### src/rtl/wb_stage.sv
// MEM/WB register and write-back select; an LDW is split into two register-file writes.
// Latency: accept at edge N drives WR/R_dest/WBData in cycle N+1. A legal LDW holds in_ready low for one cycle.
// Optional build macro WB_RETIRE_CNT_EN adds retire_cnt, a count of retired writers.
module wb_stage #(
    parameter int DW     = 32,
    parameter int AW     = 5,
    parameter int PC_REG = 30
) (
    input  logic          clk,
    input  logic          rst,
    input  logic          in_valid,
    output logic          in_ready,
    input  logic [AW-1:0] in_rd,
    input  logic [1:0]    in_wb_sel,
    input  logic          in_is_ldw,
    input  logic [DW-1:0] in_alu,
    input  logic [DW-1:0] in_mem,
    input  logic [DW-1:0] in_mem_hi,
    input  logic [DW-1:0] in_pc,
`ifdef WB_RETIRE_CNT_EN
    output logic [31:0]   retire_cnt,
`endif
    output logic          WR,
    output logic [AW-1:0] R_dest,
    output logic [DW-1:0] WBData,
    output logic          ldw_err
);

    typedef enum logic {IDLE, HI} state_t;

    typedef struct packed {
        logic [AW-1:0] rd;
        logic [DW-1:0] dat;
    } hi_t;

    localparam logic [1:0] SEL_NONE = 2'b00;
    localparam logic [1:0] SEL_ALU  = 2'b01;
    localparam logic [1:0] SEL_MEM  = 2'b10;
    localparam logic [1:0] SEL_CALL = 2'b11;
    localparam logic [AW-1:0] PC_IDX = AW'(PC_REG);

    state_t        state, state_nxt;
    hi_t           hi_q, hi_nxt;
    logic          wr_nxt;
    logic [AW-1:0] rd_nxt;
    logic [DW-1:0] dat_nxt;
    logic          err_nxt;

    logic accept;
    logic ldw_sel;
    logic ldw_ok;
    logic ldw_bad;
    logic wr_mask_ok;

    assign in_ready   = (state == IDLE);
    assign accept     = in_valid && in_ready;
    // in_is_ldw only means something for a memory-result instruction
    assign ldw_sel    = in_is_ldw && (in_wb_sel == SEL_MEM);
    assign ldw_ok     = ldw_sel && !in_rd[0] && (in_rd != PC_IDX);
    assign ldw_bad    = ldw_sel && !ldw_ok;
    assign wr_mask_ok = (in_wb_sel != SEL_NONE) && (in_rd != '0) && (in_rd != PC_IDX);

    always_comb begin
        state_nxt = state;
        hi_nxt    = hi_q;
        wr_nxt    = 1'b0;
        rd_nxt    = R_dest;
        dat_nxt   = WBData;
        err_nxt   = 1'b0;
        case (state)
            IDLE: begin
                if (accept) begin
                    wr_nxt  = wr_mask_ok;
                    rd_nxt  = in_rd;
                    err_nxt = ldw_bad;
                    case (in_wb_sel)
                        SEL_ALU:  dat_nxt = in_alu;
                        SEL_MEM:  dat_nxt = in_mem;
                        SEL_CALL: dat_nxt = in_pc + DW'(1);
                        default:  dat_nxt = WBData;
                    endcase
                    if (ldw_ok) begin
                        hi_nxt.rd  = in_rd + AW'(1);
                        hi_nxt.dat = in_mem_hi;
                        state_nxt  = HI;
                    end
                end
            end
            HI: begin
                // Destination is odd and below PC_REG here, so the write is never masked
                wr_nxt    = 1'b1;
                rd_nxt    = hi_q.rd;
                dat_nxt   = hi_q.dat;
                state_nxt = IDLE;
            end
            default: state_nxt = IDLE;
        endcase
    end

    always_ff @(posedge clk) begin
        if (rst) begin
            state   <= IDLE;
            hi_q    <= '0;
            WR      <= 1'b0;
            R_dest  <= '0;
            WBData  <= '0;
            ldw_err <= 1'b0;
        end else begin
            state   <= state_nxt;
            hi_q    <= hi_nxt;
            WR      <= wr_nxt;
            R_dest  <= rd_nxt;
            WBData  <= dat_nxt;
            ldw_err <= err_nxt;
        end
    end

`ifdef WB_RETIRE_CNT_EN
    always_ff @(posedge clk) begin
        if (rst) begin
            retire_cnt <= '0;
        end else if (accept && (in_wb_sel != SEL_NONE)) begin
            retire_cnt <= retire_cnt + 32'd1;
        end
    end
`endif

endmodule
### config.mk
export PLATFORM = sky130hd
export DESIGN_NAME = wb_stage
export DESIGN_NICKNAME = d
export VERILOG_FILES = /design/src/rtl/wb_stage.sv
export SDC_FILE = /design/constraint.sdc
export NUM_CORES = 1
export LEC_CHECK = 0
export CAP_MARGIN = 5
export CORE_MARGIN = 5
export CORE_UTILIZATION = 47
export DETAILED_ROUTE_END_ITERATION = 10
export MAX_ROUTING_LAYER = met4
export PLACE_DENSITY_LB_ADDON = 0.15
export RECOVER_POWER = 25
export SKIP_CTS_REPAIR_TIMING = 1
export SLEW_MARGIN = 0
export SYNTH_ARGS = -nofsm -noshare
export SYNTH_HDL_FRONTEND = slang
export SYNTH_SLANG_ARGS = --single-unit
### constraint.sdc
create_clock -name clk -period 5.3 [get_ports clk]
set_input_delay 0.795 -clock clk [delete_from_list [all_inputs] [get_ports clk]]
set_output_delay 0.795 -clock clk [all_outputs]
set_load 0.03 [all_outputs]
==> flow_metrics.tcl <==
set metrics [dict create \
    outcome "complete, no violations" \
    ios 179 \
    hp-class "flip-flop to flip-flop" \
    antenna_found_initial 1 \
    hold_violations 0 \
    drv_slew 0 \
    drv_cap 0 \
    fp.coreArea_mm2 0.00915 \
    drive_gt1_share_pct 5.48 \
    drt-total-wl_um 17100 \
    placementRows 35 \
    ff2ff_path_depth 5 \
    die_w_um 107 \
    grt-ovfl-total 0 \
    p_leak_nw 2.29 \
    syn-num-nets 718 \
    reg2reg_from "state" \
    die_area_mm2 0.0114 \
    rsz0062_at_grt "false" \
    worstSkewPairLatency_ns 0.36 \
    p_total_w 0.00151 \
    clockBufferDepth 2 \
    cts_tree "yes" \
    die_h_um 107 \
    synth-async-reset-ratio_pct 0 \
    synth-seq-cells 77 \
    syn_area_mm2 0.00438 \
    numCtsBuffers 9 \
    via_per_inst 6.06 \
    syn_area_per_cell_um2 7.66 \
    remaining_drc_errors 0 \
    regArea_mm2 0.00154 \
    dpl_cell_area_mm2 0.00615 \
    yosysSeqAreaShare_pct 35.2 \
    place_ws_ns 1.85 \
    final.setup.worst_slack_ns 2.07 \
    arrival_ns 3.47 \
    min_period_over_period_pct 60.9 \
    multi_input_area_mm2 0.00261 \
    fin_setup_tns_ns 0 \
    port_buffers 178 \
    grt_max_degree 78 \
    worstHoldStart "hi_q[3]" \
    synth_ff_type "dfxtp_1" \
    wire_per_inst_um 20.3 \
    min_path_cells 2 \
    min_period_ns 3.23 \
    hold_end "WBData[3]" \
    grt_first_pass_wirelength_um 26500 \
    crit_path_end_kind "flip-flop" \
    nFillCells 761 \
    drt_first_iter_violations 393 \
    worstMarginPinSlew_ns 1.29 \
    gr-usage-all-layers_pct 30.3 \
    power-per-cell-area_mw_per_mm2 238 \
    crit_type "primary input to flip-flop" \
    area_growth_pct 45.2 \
    start_kind "primary input" \
    dr.pass1.iters 5 \
    htree_levels 3 \
    fin_skew_ns 0.0129 \
    layout.nets 871 \
    required_ns 5.54 \
    final_common_cell "clkdlybuf4s50_1" \
    mostFrequentLayoutCells "clkdlybuf4s50_1 (153), nand2_1 (97), dfxtp_1 (76)" \
    clock.fmax_ghz 0.310 \
    first_global_vias 4948 \
    crit_fanout 33 \
    place_congestion 0.943 \
    yosysWarnings 0 \
    clk_root_buffer_cell "clkbuf_8" \
    num_vias 5104 \
    ir_drop_mv 0.153 \
    clock-sinks 77 \
    ant_nets 0 \
    synth_edf_count 0 \
    initial_core_util_pct 47.9 \
    rrSetupSlack_ns 2.69 \
    finalInstanceArea_mm2 0.00636 \
    synth_cell_types 57 \
    post-dp-hpwl_um 12500 \
    slew_headroom_pct 14.0 \
    reg2reg_to "WBData[16]" \
    setup_violations 0 \
    clkTransAtPathRegs_ns 0.09 \
    syn_inst 572 \
]
==> stage by stage <==
stage / util [%] / hold slack (ns) / instances
final: 69.5 / 0.454 / 842
after CTS: 69.5 / 0.456 / 841
after global placement: 67.2 / 0.441 / 825
after detailed placement: 67.2 / 0.444 / 825
after floorplan: - / 0.425 / 572
after global routing: 69.5 / 0.473 / 842
==> flip-flops by register name, summed over array words and instances, names as in the netlist <==
name / cells
state: 1
WBData: 32
hi_q: 37
ldw_err: 1
WR: 1
R_dest: 5
==> logic make-up after synthesis <==
group	synth area share (%)
xor+xnor	4.20
simple gates	26.0
mux	1.60
fa+ha+maj	2.00
buf+inv	5.51
flops	35.2
compound gates	25.5
==> cell type report <==
type / count / area share, %
Multi-Input combinational cell: 442 / 41.0
Clock inverter: 7 / 1.26
Tap cell: 111 / 2.18
Inverter: 10 / 0.590
Clock buffer: 9 / 1.95
Timing Repair Buffer: 185 / 28.8
Sequential cell: 77 / 24.3
Antenna cell: 1 / 0.0393
==> power breakdown <==
part	switching (W)	leakage, nW	internal, W
registers	0.0000189	0.630	0.000609
logic	0.000211	1.55	0.000196
clock network	0.000252	0.103	0.000225
==> layer usage <==
layer	GRT usage (%)	vias up	wire length [µm]
li1	-	2404	-
met1	38.5	2368	7000
met2	46.7	299	7820
met3	9.11	33	1900
met4	9.32	0	354
met5	-	-	0
==> worst max path at each step <==
stage	startpoint	to	slack (ns)	depth (start not counted)
5_1_grt	in_valid	WBData[29]	1.83	6
4_1_cts	state	in_ready	2.11	3
3_3_place_gp	in_wb_sel[1]	WBData[1]	1.90	8
3_5_place_dp	in_valid	WBData[16]	1.85	5
2_1_floorplan	in_wb_sel[0]	WBData[17]	2.95	10
6_report	in_valid	WBData[18]	2.07	5
==> critical path, stage by stage <==
cell,delay [ns]
dlygate4sd3_1,1.00
o21a_1,1.09
nor3_1,0.22
a22oi_1,0.27
nand3_1,0.09
==> cell usage after synthesis, types with 4 or more instances <==
cell type  instances  area [µm²]
nor4_1             8        50.1
a221oi_1          11        96.3
ha_1               7        87.6
o21ai_1            5        25.0
o21ai_0           30         150
nand2_1           97         364
o22ai_1            6        37.5
a21oi_1           71         355
clkbuf_1          30         113
xnor2_1            8        70.1
mux2i_1            7        70.1
inv_1             10        37.5
nor2_1            39         146
xor2_1            13         114
buf_2              4        20.0
a211oi_1           5        37.5
nand4_1           13        81.3
a22oi_1            5        37.5
nand3_1           16        80.1
buf_1              5        18.8
a221o_1           16         160
nand2b_1           4        25.0
or3_1             12        75.1
nor3_1            19        95.1
dfxtp_1           77        1540
a31oi_1            4        25.0
No activity file was read; power rests on OpenSTA's default activity.
